<file path="src/rtl/ltp_pkg.sv">
// ltp_pkg: shared definitions for the level_to_pulse_array block.
// Holds the Mode encodings, the per-channel FSM state encoding, the
// released-level constant and small decode helpers for the pulse mode.
package ltp_pkg;

  // Pulse mode encodings (shared by all channels); 2'b11 behaves as press
  localparam logic [1:0] LTP_MODE_PRESS   = 2'b00;
  localparam logic [1:0] LTP_MODE_RELEASE = 2'b01;
  localparam logic [1:0] LTP_MODE_BOTH    = 2'b10;

  // Raw button lines are active-low, so an idle button reads as 1
  localparam logic LTP_LEVEL_RELEASED = 1'b1;

  // Per-channel debounce FSM
  typedef enum logic [1:0] {
    LTP_RELEASED     = 2'b00,
    LTP_PRESS_WAIT   = 2'b01,
    LTP_PRESSED      = 2'b10,
    LTP_RELEASE_WAIT = 2'b11
  } ltp_state_e;

  // True when an accepted press (or an auto-repeat) should raise Pulse
  function automatic logic ltp_press_enabled(input logic [1:0] mode);
    logic en;
    case (mode)
      LTP_MODE_PRESS:   en = 1'b1;
      LTP_MODE_RELEASE: en = 1'b0;
      LTP_MODE_BOTH:    en = 1'b1;
      default:          en = 1'b1;
    endcase
    return en;
  endfunction

  // True when an accepted release should raise Pulse
  function automatic logic ltp_release_enabled(input logic [1:0] mode);
    logic en;
    case (mode)
      LTP_MODE_PRESS:   en = 1'b0;
      LTP_MODE_RELEASE: en = 1'b1;
      LTP_MODE_BOTH:    en = 1'b1;
      default:          en = 1'b0;
    endcase
    return en;
  endfunction

  // Debounced "held" view of a state: pressed until the release is accepted
  function automatic logic ltp_is_held(input ltp_state_e st);
    logic held;
    case (st)
      LTP_PRESSED:      held = 1'b1;
      LTP_RELEASE_WAIT: held = 1'b1;
      LTP_RELEASED:     held = 1'b0;
      LTP_PRESS_WAIT:   held = 1'b0;
      default:          held = 1'b0;
    endcase
    return held;
  endfunction

endpackage

</file>
<file path="src/rtl/ltp_channel.sv">
// ltp_channel: one button channel of level_to_pulse_array.
// 2-flop synchronizer -> 4-state debounce FSM with a saturating counter ->
// registered Pulse/Held. Optional auto-repeat is built only when the
// macro LTP_AUTOREPEAT_EN is defined.
module ltp_channel
  import ltp_pkg::*;
#(
  parameter int DEBOUNCE_CYCLES = 16,
  parameter int REPEAT_DELAY    = 1000,
  parameter int REPEAT_PERIOD   = 250
) (
  input  logic       Clock,
  input  logic       Reset,
  input  logic       Level,
  input  logic [1:0] Mode,
  output logic       Pulse,
  output logic       Held
);

  // Debounce counter sizing; DEBOUNCE_CYCLES >= 2 keeps CW >= 2
  localparam int             CW       = $clog2(DEBOUNCE_CYCLES + 1);
  localparam logic [CW-1:0] CNT_ZERO = CW'(1'b0);
  localparam logic [CW-1:0] CNT_ONE  = CW'(1'b1);
  localparam logic [CW-1:0] CNT_MAX  = {CW{1'b1}};
  // The edge that would bring the count to DEBOUNCE_CYCLES accepts the change
  localparam logic [CW-1:0] DB_LAST  = CW'(DEBOUNCE_CYCLES - 1);

  logic [1:0]    sync_r;
  logic          sample_pressed_s;
  ltp_state_e    state_r;
  ltp_state_e    state_s;
  logic [CW-1:0] cnt_r;
  logic [CW-1:0] cnt_s;
  logic          pulse_r;
  logic          pulse_s;
  logic          held_r;
  logic          held_s;
  logic          rpt_fire_s;

  // Saturating increment so the debounce counter can never wrap
  function automatic logic [CW-1:0] cnt_inc(input logic [CW-1:0] v);
    logic [CW-1:0] r;
    if (v == CNT_MAX) begin
      r = v;
    end else begin
      r = v + CNT_ONE;
    end
    return r;
  endfunction

  // Two-flop synchronizer; cleared to the idle (released) line level
  always_ff @(posedge Clock) begin
    if (Reset) begin
      sync_r <= {2{LTP_LEVEL_RELEASED}};
    end else begin
      sync_r <= {sync_r[0], Level};
    end
  end

  assign sample_pressed_s = (sync_r[1] != LTP_LEVEL_RELEASED);

  // FSM state, debounce counter and registered outputs
  always_ff @(posedge Clock) begin
    if (Reset) begin
      state_r <= LTP_RELEASED;
      cnt_r   <= CNT_ZERO;
      pulse_r <= 1'b0;
      held_r  <= 1'b0;
    end else begin
      state_r <= state_s;
      cnt_r   <= cnt_s;
      pulse_r <= pulse_s;
      held_r  <= held_s;
    end
  end

  // Next-state and counter: a change is accepted after DEBOUNCE_CYCLES
  // consecutive samples of the new level; any bounce returns to the old state
  always_comb begin
    state_s = state_r;
    cnt_s   = cnt_r;
    case (state_r)
      LTP_RELEASED: begin
        if (sample_pressed_s) begin
          state_s = LTP_PRESS_WAIT;
          cnt_s   = CNT_ONE;
        end else begin
          state_s = LTP_RELEASED;
          cnt_s   = CNT_ZERO;
        end
      end
      LTP_PRESS_WAIT: begin
        if (!sample_pressed_s) begin
          state_s = LTP_RELEASED;
          cnt_s   = CNT_ZERO;
        end else if (cnt_r >= DB_LAST) begin
          state_s = LTP_PRESSED;
          cnt_s   = CNT_ZERO;
        end else begin
          state_s = LTP_PRESS_WAIT;
          cnt_s   = cnt_inc(cnt_r);
        end
      end
      LTP_PRESSED: begin
        if (!sample_pressed_s) begin
          state_s = LTP_RELEASE_WAIT;
          cnt_s   = CNT_ONE;
        end else begin
          state_s = LTP_PRESSED;
          cnt_s   = CNT_ZERO;
        end
      end
      LTP_RELEASE_WAIT: begin
        if (sample_pressed_s) begin
          state_s = LTP_PRESSED;
          cnt_s   = CNT_ZERO;
        end else if (cnt_r >= DB_LAST) begin
          state_s = LTP_RELEASED;
          cnt_s   = CNT_ZERO;
        end else begin
          state_s = LTP_RELEASE_WAIT;
          cnt_s   = cnt_inc(cnt_r);
        end
      end
      default: begin
        state_s = LTP_RELEASED;
        cnt_s   = CNT_ZERO;
      end
    endcase
  end

  // Output decode: Mode only matters on the accepting edge (or a repeat edge)
  always_comb begin
    pulse_s = 1'b0;
    held_s  = ltp_is_held(state_s);
    if ((state_r == LTP_PRESS_WAIT) && (state_s == LTP_PRESSED)) begin
      pulse_s = ltp_press_enabled(Mode);
    end else if ((state_r == LTP_RELEASE_WAIT) && (state_s == LTP_RELEASED)) begin
      pulse_s = ltp_release_enabled(Mode);
    end else if (rpt_fire_s) begin
      pulse_s = ltp_press_enabled(Mode);
    end else begin
      pulse_s = 1'b0;
    end
  end

`ifdef LTP_AUTOREPEAT_EN
  // Repeat counter sized for the longer of the two intervals
  localparam int RPT_MAX = (REPEAT_DELAY > REPEAT_PERIOD) ? REPEAT_DELAY : REPEAT_PERIOD;
  localparam int RW      = $clog2(RPT_MAX + 1);
  localparam logic [RW-1:0] RPT_ZERO         = RW'(1'b0);
  localparam logic [RW-1:0] RPT_ONE          = RW'(1'b1);
  localparam logic [RW-1:0] RPT_MAXV         = {RW{1'b1}};
  localparam logic [RW-1:0] RPT_DELAY_LAST   = RW'(REPEAT_DELAY - 1);
  localparam logic [RW-1:0] RPT_PERIOD_LAST  = RW'(REPEAT_PERIOD - 1);

  logic [RW-1:0] rpt_cnt_r;
  logic [RW-1:0] rpt_cnt_s;
  logic          rpt_first_r;
  logic          rpt_first_s;
  logic [RW-1:0] rpt_target_s;

  // Repeat counter register; restarts from the delay phase on reset
  always_ff @(posedge Clock) begin
    if (Reset) begin
      rpt_cnt_r   <= RPT_ZERO;
      rpt_first_r <= 1'b1;
    end else begin
      rpt_cnt_r   <= rpt_cnt_s;
      rpt_first_r <= rpt_first_s;
    end
  end

  // Repeat timing: counts edges spent in PRESSED; first interval is
  // REPEAT_DELAY, later ones REPEAT_PERIOD. Runs independently of Mode.
  always_comb begin
    rpt_fire_s   = 1'b0;
    rpt_cnt_s    = rpt_cnt_r;
    rpt_first_s  = rpt_first_r;
    rpt_target_s = rpt_first_r ? RPT_DELAY_LAST : RPT_PERIOD_LAST;
    if ((state_r != LTP_PRESSED) || (state_s != LTP_PRESSED)) begin
      rpt_cnt_s   = RPT_ZERO;
      rpt_first_s = 1'b1;
    end else if (rpt_cnt_r >= rpt_target_s) begin
      rpt_fire_s  = 1'b1;
      rpt_cnt_s   = RPT_ZERO;
      rpt_first_s = 1'b0;
    end else if (rpt_cnt_r == RPT_MAXV) begin
      rpt_cnt_s   = rpt_cnt_r;
    end else begin
      rpt_cnt_s   = rpt_cnt_r + RPT_ONE;
    end
  end
`else
  // No repeat hardware: a held button yields a single press pulse
  logic unused_rpt_cfg_s;
  assign unused_rpt_cfg_s = ^{REPEAT_DELAY, REPEAT_PERIOD};
  assign rpt_fire_s       = 1'b0;
`endif

  assign Pulse = pulse_r;
  assign Held  = held_r;

endmodule

</file>
<file path="src/rtl/level_to_pulse_array.sv">
// level_to_pulse_array: CHANNELS independent debounced button channels
// turning active-low raw levels into one-cycle event pulses plus a
// debounced held state. Optional auto-repeat: define LTP_AUTOREPEAT_EN.
module level_to_pulse_array
  import ltp_pkg::*;
#(
  parameter int CHANNELS        = 4,
  parameter int DEBOUNCE_CYCLES = 16,
  parameter int REPEAT_DELAY    = 1000,
  parameter int REPEAT_PERIOD   = 250
) (
  input  logic                Clock,
  input  logic                Reset,
  input  logic [CHANNELS-1:0] Level,
  input  logic [1:0]          Mode,
  output logic [CHANNELS-1:0] Pulse,
  output logic [CHANNELS-1:0] Held
);

  // One fully independent channel per button; each drives its own
  // registered Pulse/Held bit so simultaneous events line up naturally
  for (genvar i = 0; i < CHANNELS; i++) begin : g_ch
    ltp_channel #(
      .DEBOUNCE_CYCLES (DEBOUNCE_CYCLES),
      .REPEAT_DELAY    (REPEAT_DELAY),
      .REPEAT_PERIOD   (REPEAT_PERIOD)
    ) u_ch (
      .Clock (Clock),
      .Reset (Reset),
      .Level (Level[i]),
      .Mode  (Mode),
      .Pulse (Pulse[i]),
      .Held  (Held[i])
    );
  end

endmodule

</file>
<file path="config.mk">
export PLATFORM = sky130hd
export DESIGN_NAME = level_to_pulse_array
export DESIGN_NICKNAME = d
export VERILOG_FILES = /design/src/rtl/ltp_pkg.sv /design/src/rtl/ltp_channel.sv /design/src/rtl/level_to_pulse_array.sv
export SDC_FILE = /design/constraint.sdc
export NUM_CORES = 1
export LEC_CHECK = 0
export ABC_CLOCK_PERIOD_IN_PS = 3500
export CELL_PAD_IN_SITES_DETAIL_PLACEMENT = 0
export CELL_PAD_IN_SITES_GLOBAL_PLACEMENT = 1
export CORE_MARGIN = 8
export CORE_UTILIZATION = 48
export CTS_CLUSTER_SIZE = 28
export DETAILED_ROUTE_END_ITERATION = 16
export GPL_TIMING_DRIVEN = 0
export PLACE_DENSITY_LB_ADDON = 0.3
export SLEW_MARGIN = 20
export SYNTH_ARGS = -nofsm -noshare
export SYNTH_HDL_FRONTEND = slang
export SYNTH_SLANG_ARGS = --single-unit
</file>
<file path="constraint.sdc">
create_clock -name Clock -period 3.5 [get_ports Clock]
set_input_delay 0.525 -clock Clock [delete_from_list [all_inputs] [get_ports Clock]]
set_output_delay 0.525 -clock Clock [all_outputs]
set_load 0.03 [all_outputs]
</file>
======== Word level (Yosys, flattened, before mapping) ========
Index checks and enable logic that the tools add are counted.
storage, ports and cells
  bits in registers ....................... 44
cells by class
  $add $sub $neg .......................... 4
  $lt $le $gt $ge ......................... 4
  reduce and logical (&&, ||, !) cells .... 25
  multiplexer cells ....................... 70
  eq/ne operators ......................... 30
operators with widths
  operator               number
  $mux W5                16
  $pmux W5 S4            4
  $eq A2 B2 Y1 const B   17
  $mux W2                16
  $pmux W2 S4            4
  $mux W1                26
  $add A5 B1 Y5 const B  4
  $eq A5 B5 Y1 const B   4
  $ge A5 B4 Y1 const B   4
  $eq A2 B1 Y1 const B   9
  $reduce_or A2 Y1       9
  $logic_not A2 Y1       8
  $logic_and A1 B1 Y1    8
  $pmux W1 S2            4

======== Longest topological paths before layout ========
Gate-level depths: netlist of run 1.
  word-level depth ........................ 8
  gate-level depth with buffers ........... 5
  gate-level depth less buffers ........... 5

======== Cells and area by module ========
From an unflattened synthesis of run 1, not the netlist that was laid out.
second synthesis, totals
  cell total of the unflattened synthesis .. 160
  area, all modules ....................... 1650.3 um^2
by module, submodules not included
  module                          seq. area each (um^2)  instances  area an instance (um^2)  cells an instance
  ltp_channel (g_ch[0].u_ch ...)  200.2                  3          410.4                    40
  ltp_channel (g_ch[3].u_ch)      200.2                  1          419.2                    40

======== Least setup slack after synthesis of run 1 ========
No wires, ideal clock.
  kind .................................... flip-flop to flip-flop
  from .................................... register g_ch[3].u_ch.cnt_r[0]
  to ...................................... register g_ch[3].u_ch.held_r
  cell stages (with the launch flop) ...... 5
  required time ........................... 3.377 ns
  clock period less this slack ............ 1.390 ns
  arrival time ............................ 1.267 ns
  path buffers ............................ 0
  library setup time ...................... 0.123 ns
  setup slack ............................. 2.110 ns
  path through ............................ dfxtp_1 ha_1 a211oi_4 nor3b_4 mux2_1
on the way
  cells in the longest elaborated chain, start to end .. 7
RTL lines
  item                                        line                                   text
  start, declared                             ltp_channel.sv:32                      logic [CW-1:0] cnt_r;
  start signal, assigned                      ltp_channel.sv:71                      cnt_r <= cnt_s;
  $ge A5 B4 Y1 (*)                            ltp_channel.sv:96, ltp_channel.sv:117
  $mux W2 (on tied branches)                  ltp_channel.sv:117, ltp_channel.sv:96
  $mux W2 (on tied branches)                  ltp_channel.sv:114, ltp_channel.sv:93
  $pmux W2 S4 (*)                             ltp_channel.sv:82                      case (state_r)
  $eq A2 B1 Y1, or another cell as far along  ltp_pkg.sv:49                          case (st)
  $reduce_or A2 Y1 (no line)                  -
  $pmux W1 S2 (*)                             ltp_pkg.sv:49
  end signal, assigned                        ltp_channel.sv:73                      held_r <= held_s;
  end, declared                               ltp_channel.sv:36                      logic held_r;
Mark *: on every way between the ends. The rest lies on a longest branch, timed or not.
A chain may end at the register's enable or synchronous reset.

======== Final worst setup path of run 1 ========
  from .................................... register g_ch[1].u_ch.held_r
  to ...................................... output Held[1]
RTL lines
  item                    line                        text
  start, declared         ltp_channel.sv:36
  start signal, assigned  ltp_channel.sv:73
  end, declared           level_to_pulse_array.sv:17  output logic [CHANNELS-1:0] Held
No word-level cell between the ends.

==> run_results.csv, run 1 <==
group,metric,value,unit
grt,antenna_violations_before_repair,0,
cts,clk-insertion-delay-late,0.29,ns
floorplan,floorplan.die.height,77.48,um
pwr,vdd_drop_max,0.2923,mV
drt,drt_wl_total,2889,um
sta,unrepaired_setup_endpoints_after_global_routing,"no",
cts,cts_tree,"built",
synthesis,yosys.area.top_type_share,48.55,%
final_layout,most-common-layout-cells,"44 x sky130_fd_sc_hd__dfxtp_1, 16 x sky130_fd_sc_hd__nor2_1, 15 x sky130_fd_sc_hd__clkdlybuf4s50_1",
critical_path,startpoint_type,"flip-flop",
drt,initialDrtViolationCount,17,
cts,htree_num_levels,2,
floorplan,core,0.003661,mm2
final_layout,cell_count_final_fillers_out,239,
pwr,seqPwrFrac,58.7,%
drt,wl_per_cell,12.09,um
sta,worst_slack,1.599,ns
drt,detailroute.via_count,1207,
sta,setup-violations-final,0,
final_layout,finish.utilization,58.27,%
synthesis,synth_cell_types,28,
final_layout,final_net_count,203,
floorplan,floorplan.initialDensity,49.56,%
pwr,cell_int_power,0.6925,mW
cts,cts_buffers,5,
floorplan,rows,22,
synthesis,yosys-top-cells-area,"sky130_fd_sc_hd__dfxtp_1 49%, sky130_fd_sc_hd__mux2_1 5.0%, sky130_fd_sc_hd__a211oi_4 4.4%, sky130_fd_sc_hd__nor3b_4 4.1%, sky130_fd_sc_hd__xnor2_1 3.9%",
final_layout,layout-area-overhead-vs-synth,17.59,%
job,drv.max_cap_violation_count,0,
critical_path,worstPathMaxFanout,1,
drt,post-route-drc-count,0,
cts,clockRootBuffer,"sky130_fd_sc_hd__clkbuf_8",
placement,dp_hpwl,2285,um
cts,cts.path.max_buffers,2,
min_path,holdCritPathClass,"reg -> reg",
placement,finalWeightedCongestion,0.7233,
critical_path,criticalPathCategory,"reg -> out",
pwr,p_clk_share,36.4,%
floorplan,die_area,0.006003,mm2
cts,post_cts_buffers,0,
cts,cts.sink_count,44,
grt,gr-usage-all-layers,10.18,%
pwr,power_switching,0.1924,mW
cts,ctsHoldBuffers,0,
sta,timing.fmax,0.5261,GHz
sta,fin_crit_sh,54.31,%
placement,place.detailed.instances,231,
synthesis,synth_seq_area_share,48.55,%
critical_path,critPathRequiredTime,2.97,ns
sta,finalClockSkew,0.006187,ns
synthesis,synth_cells,165,
synthesis,synthDominantAreaCellType,"sky130_fd_sc_hd__dfxtp_1",
status,run_status,"complete, no violations",
synthesis,synthesis.area_per_instance,11.00,um2
drt,drt_pass1_iterations,4,
drt,post_drt_via_cell_ratio,5.050,
grt,grt_pass1_vias,1265,
placement,detailedPlace.worstSlack,1.520,ns
pwr,power_per_cell_area,414.8,mW/mm2
synthesis,synthesis.area,0.001814,mm2
pwr,switching_share,21.74,%
sta,final_period_minus_worst_setup_slack,1.901,ns
grt,grt_start_max_net_pins,15,
critical_path,critical_path.endpoint_type,"primary output",
sta,hold_ws,0.4154,ns
pwr,combinationalPowerShare,4.9,%
pwr,power.static_leakage,0.8522,nW
sta,finalSetupTns,0,ns
sta,slew_viol_final,0,
placement,placedInstanceArea,0.002036,mm2
final_layout,final_common_cell,"sky130_fd_sc_hd__dfxtp_1",
drt,antenna_left,0,
floorplan,floorplan.io_pins,16,
placement,io_buffers,15,
final_layout,design_area,0.002133,mm2
final_layout,post_route_cells_drive_above_1_share,21.47,%
grt,global_route.overflow_total,0,
synthesis,yosysWarnings,0,
final_layout,antenna-diode-count,0,
synthesis,synthesis_stage_register_bit_count,44,
pwr,power,0.8849,mW
sta,finalHoldViolCount,0,
critical_path,crit_arrival,1.38,ns
grt,grt_pass1_wl,5106,um
floorplan,die_width,77.48,um
cts,path_clk_slew,0.08,ns
cts,post_cts_resize_count,0,
layer usage:
metal	wire length, um	global-route usage, %	up-vias
met5	0	0	-
met4	46	5.094	0
met3	94	2.650	5
met2	1525	18.70	14
met1	1222	10.42	576
li1	-	-	612
state kept, by name, indices dropped and copies added, names as in the netlist:
register,flops
g_ch.u_ch.Held,4
g_ch.u_ch.sync_r,8
g_ch.u_ch.cnt_r,20
g_ch.u_ch.Pulse,4
g_ch.u_ch.state_r,8
cell type report:
class / count / area (um2)
Tap cell: 48 / 60.06
Clock inverter: 2 / 15.01
Sequential cell: 44 / 880.8
Multi-Input combinational cell: 112 / 868.3
Inverter: 2 / 7.507
Clock buffer: 6 / 82.58
Fill cell: 331 / 1528
Buffer: 10 / 68.82
Timing Repair Buffer: 15 / 150.1
power by group through the flow:
stage	registers, mW	clock network (mW)	logic [mW]
final	0.519	0.322	0.0435
after global routing	0.521	0.354	0.0493
after CTS	0.519	0.337	0.0443
after detailed placement	0.531	0	0.0442
after global placement	0.530	0	0.0429
after floorplan	0.529	0	0.0293
path summary, 6_finish.rpt:
path | endpoint | cells after the start | start | slack (ns)
worst max register to register | g_ch[1].u_ch.Held | 4 | g_ch[1].u_ch.cnt_r[0] | 1.94
worst max-delay path | Held[1] | 2 | g_ch[1].u_ch.Held | 1.60
worst min register to register | g_ch[1].u_ch.sync_r[1] | 1 | g_ch[1].u_ch.sync_r[0] | 0.42
worst min-delay path | g_ch[1].u_ch.sync_r[1] | 1 | g_ch[1].u_ch.sync_r[0] | 0.42
synthesized netlist by cell type (all sizes together):
master,n
xnor2,8
o21bai,4
dfxtp,44
and2b,3
mux2,8
o31ai,1
nand4b,1
and3,4
nor2,16
a211oi,4
a21oi,12
ha,5
a31oi,4
clkbuf,1
buf,9
nand4,4
nor3b,4
nand2,7
or2,8
o2111ai,4
inv,2
mux2i,4
or3,3
o21ai,3
nor2b,1
conb,1
worst max-delay path, cell delays in order, from the launching register on:
cell and delay, ns:
sky130_fd_sc_hd__dfxtp_1 0.33, sky130_fd_sc_hd__buf_4 0.10, sky130_fd_sc_hd__clkdlybuf4s50_1 0.66
kinds of logic (layout without fill, tap and decap cells):
logic type      Yosys count  in the layout  share of synthesized area, %
compound gates           32             32                         14.76
xor+xnor                  8              8                         3.862
fa+ha+maj                 5              5                         3.448
buf+inv                  12             35                         4.207
flops                    44             44                         48.55
mux                      12             12                         7.173
other cells               1              4                        0.2067
simple gates             51             51                         17.79
Note: power is estimated with default switching activity, not from simulation.
==> run 2, diff against run 1 <==
Settings changed: ABC_CLOCK_PERIOD_IN_PS 3500 to 1710, CORE_UTILIZATION 48 to 40.
Clock period 3.5 ns to 1.71 ns, I/O delays scaled along.
==> run 2 against run 1 <==
Sequential power rose by 100%. Global-route usage down 0.82 points. Core utilization down 9.6 points. Worst setup slack lost 1.5 ns. Final area fell by 0.70%. Count of clock-buffer cells in the layout is the same. Largest power group unchanged. Via count grew 0.83%. Non-clock buffer count is the same. Hold slack worse by 0.0019 ns. Register-to-register slack worse by 1.8 ns. Critical endpoint unchanged. Total power increased by 98%.
==> run_results.csv, run 2 (same netlist as run 1, synthesis figures left out) <==
group,metric,value,unit
critical_path,slowest_delay,0.66,ns
min_path,holdCritPathClass,"reg -> reg",
final_layout,post_route_cells_drive_above_1_share,20.53,%
cts,post_cts_resize_count,0,
pwr,seqPwrFrac,60.7,%
drt,wl_per_cell,12.65,um
final_layout,reg.largest.list,"g_ch.u_ch.cnt_r x20, g_ch.u_ch.state_r x8, g_ch.u_ch.sync_r x8",
cts,clk-insertion-delay-late,0.29,ns
grt,grt_start_max_net_pins,13,
grt,grt_pass1_wl,5354,um
sta,setup-violations-final,0,
placement,dp_hpwl,2451,um
floorplan,floorplan.initialDensity,41.67,%
final_layout,final_net_count,203,
final_layout,most-common-layout-cells,"44 x sky130_fd_sc_hd__dfxtp_1, 16 x sky130_fd_sc_hd__nor2_1, 15 x sky130_fd_sc_hd__clkdlybuf4s50_1",
floorplan,floorplan.io_pins,16,
floorplan,core,0.004354,mm2
critical_path,crit_arrival,1.38,ns
pwr,vdd_drop_max,0.6524,mV
final_layout,final-seq-area,880.8,um2
pwr,switching_share,21.81,%
final_layout,layout-area-overhead-vs-synth,16.76,%
sta,timing.fmax,0.6103,GHz
pwr,combinationalPowerShare,5.2,%
pwr,p_clk_share,34.1,%
critical_path,slowest_stage,"sky130_fd_sc_hd__clkdlybuf4s50_1",
pwr,power.static_leakage,0.8499,nW
cts,cts.path.max_buffers,2,
placement,io_buffers,15,
cts,post_cts_buffers,0,
placement,finalWeightedCongestion,0.7092,
final_layout,regMostFlops,"g_ch.u_ch.cnt_r",
grt,grt_busiest_layer,"met2",
final_layout,nFillCells,397,
drt,initialDrtViolationCount,35,
placement,place.detailed.instances,235,
grt,global_route.overflow_total,0,
critical_path,criticalPathCategory,"reg -> out",
drt,post-route-drc-count,0,
grt,grtUsageMet2,15.84,%
pwr,cell_int_power,1.369,mW
sta,hold_ws,0.4135,ns
cts,htree_num_levels,2,
cts,clockRootBuffer,"sky130_fd_sc_hd__clkbuf_8",
drt,antenna_left,0,
sta,unrepaired_setup_endpoints_after_global_routing,"no",
final_layout,finish.utilization,48.65,%
pwr,power_switching,0.3818,mW
sta,slew_viol_final,0,
final_layout,largest_reg_flops,20,
grt,use_met1,9.091,%
final_layout,cell_count_final_fillers_out,242,
floorplan,floorplan.die.height,83.35,um
grt,antenna_violations_before_repair,0,
pwr,power_per_cell_area,826.4,mW/mm2
critical_path,critical_path.endpoint_type,"primary output",
cts,cts_tree,"built",
job,drv.max_cap_violation_count,0,
final_layout,final_common_cell,"sky130_fd_sc_hd__dfxtp_1",
floorplan,die_area,0.006946,mm2
grt,grt_pass1_vias,1272,
drt,drt_wl_total,3061,um
final_layout,antenna-diode-count,0,
sta,finalHoldViolCount,0,
grt,gr-usage-met3,4.004,%
drt,post_drt_via_cell_ratio,5.029,
floorplan,rows,24,
sta,final_period_minus_worst_setup_slack,1.638,ns
cts,cts_buffers,5,
critical_path,critPathRequiredTime,1.45,ns
grt,gr-usage-all-layers,9.362,%
final_layout,area_taken_by_multi_input_logic_gates,868.3,um2
status,run_status,"complete, no violations",
floorplan,die_width,83.35,um
sta,finalClockSkew,0.002226,ns
critical_path,cp_cell_sequence,"buf_4 -> clkdlybuf4s50_1",
cts,ctsHoldBuffers,0,
drt,detailroute.via_count,1217,
critical_path,worstPathMaxFanout,1,
critical_path,r2r_slack,0.17,ns
cts,cts.sink_count,44,
drt,drt_pass1_iterations,4,
critical_path,startpoint_type,"flip-flop",
cts,path_clk_slew,0.07,ns
sta,fin_crit_sh,95.82,%
[run 2: cell types whose count changed in the layout (fill, tap and decap cells not counted), sizes merged]
cell      change
clkinv        +1
clkinvlp      -2
[run 2: layer usage]
layer  wire [um]  part of all wire [%]
met1        1312                    43
met2        1522                    50
met3         131                   4.3
met4          94                   3.1
met5           0                     0
[run 2: stage by stage]
stage	setup WS (ns)	area (um2)	setup TNS (ns)	power (mW)
floorplan	0.3200	1826	0	1.143
global placement	-0.007749	2041	-0.01499	1.173
detailed placement	-0.07631	2041	-0.2727	1.180
CTS	0.05003	2118	0	1.778
global route	0.02345	2118	0	1.836
finish	0.07156	2118	0	1.751
[run 2: cell type report]
cell class	instances	share of cell area, %
clock inverters	1	0.2363
clock buffers	6	3.426
multi-input cells	112	40.99
inverters	2	0.3544
flip-flops and latches	44	41.58
repair buffers	15	7.088
well taps	52	3.071
plain buffers	10	3.249
[run 2: power by group through the flow]
stage | Clock, mW | Combinational (mW) | Sequential, mW
after floorplan | 0 | 0.0600 | 1.08
after global placement | 0 | 0.0882 | 1.09
after detailed placement | 0 | 0.0923 | 1.09
after CTS | 0.622 | 0.0924 | 1.06
after global routing | 0.669 | 0.101 | 1.07
final | 0.596 | 0.0906 | 1.06
[run 2: worst paths after layout]
path                       endpoint              startpoint  cells after the start
max                         Held[1]       g_ch[1].u_ch.Held                      2
min          g_ch[1].u_ch.sync_r[1]  g_ch[1].u_ch.sync_r[0]                      1
max reg2reg       g_ch[2].u_ch.Held   g_ch[2].u_ch.cnt_r[0]                      4
min reg2reg  g_ch[1].u_ch.sync_r[1]  g_ch[1].u_ch.sync_r[0]                      1
[run 2: critical path: cells and delay by family (launching register included)]
kind | cells | cell delay [ns]
flip-flops | 1 | 0.33
buffers and inverters | 2 | 0.76
==> run 3, diff against run 2 <==
Settings changed: ABC_CLOCK_PERIOD_IN_PS 1710 to 1650, CORE_MARGIN 8 to 10, CORE_UTILIZATION 40 to 45.
Clock period 1.71 ns to 1.65 ns, I/O delays scaled along.
==> run 3 against run 2 <==
Critical path depth stayed put. Register-to-register slack worse by 0.04 ns. Largest cell class unchanged. Core utilization is 5.9 points higher.
==> run_results.csv, run 3 (same netlist as run 1, synthesis figures left out) <==
group,metric,value,unit
placement,io_buffers,15,
cts,htree_num_levels,2,
cts,cts.sink_count,44,
floorplan,die_width,83.50,um
floorplan,floorplan.die.height,83.50,um
placement,place.detailed.instances,233,
critical_path,criticalPathCategory,"reg -> out",
drt,wl_per_cell,12.13,um
sta,slew_viol_final,0,
final_layout,finish.utilization,54.59,%
drt,drt_wl_total,2923,um
sta,fin_crit_sh,96.48,%
final_layout,layout-area-overhead-vs-synth,18.62,%
sta,final_period_minus_worst_setup_slack,1.592,ns
final_layout,largest_reg_flops,20,
final_layout,final_common_cell,"sky130_fd_sc_hd__dfxtp_1",
floorplan,floorplan.io_pins,16,
cts,clockRootBuffer,"sky130_fd_sc_hd__clkbuf_8",
final_layout,final_net_count,203,
final_layout,antenna-diode-count,0,
grt,grt_pass1_wl,5368,um
drt,post_drt_via_cell_ratio,4.979,
pwr,power.static_leakage,0.9814,nW
job,drv.max_cap_violation_count,0,
cts,cts.path.max_buffers,2,
floorplan,floorplan.initialDensity,46.02,%
critical_path,critical_path.endpoint_type,"primary output",
critical_path,crit_arrival,1.34,ns
status,run_status,"complete, no violations",
sta,unrepaired_setup_endpoints_after_global_routing,"no",
grt,gr-usage-all-layers,9.167,%
drt,antenna_left,0,
sta,timing.fmax,0.6282,GHz
critical_path,worst_setup_sp,"g_ch[3].u_ch.Held",
pwr,vdd_drop_max,0.5945,mV
critical_path,launching_point_of_the_worst_reg2reg_path,"g_ch[1].u_ch.cnt_r[0]",
sta,finalClockSkew,0.005566,ns
placement,dp_hpwl,2288,um
cts,cts_buffers,5,
final_layout,most-common-layout-cells,"44 x sky130_fd_sc_hd__dfxtp_1, 16 x sky130_fd_sc_hd__nor2_1",
final_layout,nFillCells,347,
final_layout,post_route_cells_drive_above_1_share,21.47,%
placement,finalWeightedCongestion,0.6972,
grt,global_route.overflow_total,0,
cts,path_clk_slew,0.08,ns
min_path,worst_hold_startpoint,"g_ch[0].u_ch.sync_r[0]",
floorplan,die_area,0.006971,mm2
cts,ctsHoldBuffers,0,
grt,grt_pass1_vias,1262,
floorplan,core,0.003943,mm2
drt,drt_pass1_iterations,4,
critical_path,worstPathMaxFanout,1,
drt,post-route-drc-count,0,
grt,antenna_violations_before_repair,0,
grt,grt_start_max_net_pins,14,
sta,finalHoldViolCount,0,
drt,detailroute.via_count,1200,
cts,post_cts_buffers,0,
final_layout,cell_count_final_fillers_out,241,
drt,initialDrtViolationCount,53,
critical_path,critPathRequiredTime,1.40,ns
final_layout,regMostFlops,"g_ch.u_ch.cnt_r",
pwr,power_per_cell_area,873.0,mW/mm2
cts,cts_tree,"built",
final_layout,reg.largest.list,"g_ch.u_ch.cnt_r x20, g_ch.u_ch.state_r x8, g_ch.u_ch.sync_r x8",
sta,setup-violations-final,0,
critical_path,startpoint_type,"flip-flop",
cts,clk-insertion-delay-late,0.29,ns
floorplan,rows,23,
min_path,holdCritPathClass,"reg -> reg",
cts,post_cts_resize_count,0,
run 3: cell types whose count changed in the layout (fill, tap and decap cells not counted), sizes merged:
| cell | before | now |
|---|---|---|
| dlymetal6s2s | 0 | 7 |
| clkbuf | 7 | 8 |
| clkinvlp | 0 | 1 |
| clkdlybuf4s50 | 15 | 8 |
| clkinv | 1 | 0 |
run 3: final timing paths:
check / slack, ns / cells after the start / to
setup / recovery: 0.06 / 2 / Held[3]
hold / removal: 0.41 / 1 / g_ch[0].u_ch.sync_r[1]
setup reg to reg: 0.13 / 4 / g_ch[1].u_ch.state_r[1]
hold reg to reg: 0.41 / 1 / g_ch[0].u_ch.sync_r[1]
run 3: stage by stage:
stage	worst slack [ns]	power [mW]	TNS (ns)	area [um2]	hold WS [ns]
final	0.05808	1.879	0	2152	0.4149
after global routing	0.002218	1.974	0	2152	0.4388
after CTS	0.009831	1.904	0	2132	0.4205
after detailed placement	-0.08814	1.221	-0.2735	2038	0.4010
after global placement	-0.06900	1.216	-0.2280	2038	0.3924
after floorplan	0.2600	1.185	0	1826	0.3513
run 3: critical path, stage by stage (launching register included):
cell,delay [ns]
sky130_fd_sc_hd__dfxtp_1,0.31
sky130_fd_sc_hd__buf_4,0.09
sky130_fd_sc_hd__clkdlybuf4s50_1,0.66
run 3: per-layer routing:
metal | vias to the layer above | routed length [um] | global-route usage [%]
li1 | 618 | - | -
met1 | 560 | 1313 | 9.545
met2 | 15 | 1427 | 15.45
met3 | 7 | 123 | 3.906
met4 | 0 | 59 | 4.566
met5 | - | 0 | 0
run 3: power breakdown:
part	switching, mW	total [mW]	leakage, nW	internal [mW]
Sequential	0.0197	1.10	0.359	1.08
Clock	0.344	0.684	0.0445	0.340
Combinational	0.0445	0.0937	0.578	0.0492
Total	0.408	1.88	0.981	1.47
run 3: area by class of cell:
type                    count  area (um2)  area share (%)
well taps                  50       62.56           2.907
repair buffers             15       167.7           7.791
inverters                   2       7.507          0.3488
flip-flops and latches     44       880.8           40.93
plain buffers              10       68.82           3.198
multi-input cells         112       870.8           40.47
clock buffers               7       86.33           4.012
clock inverters             1       7.507          0.3488
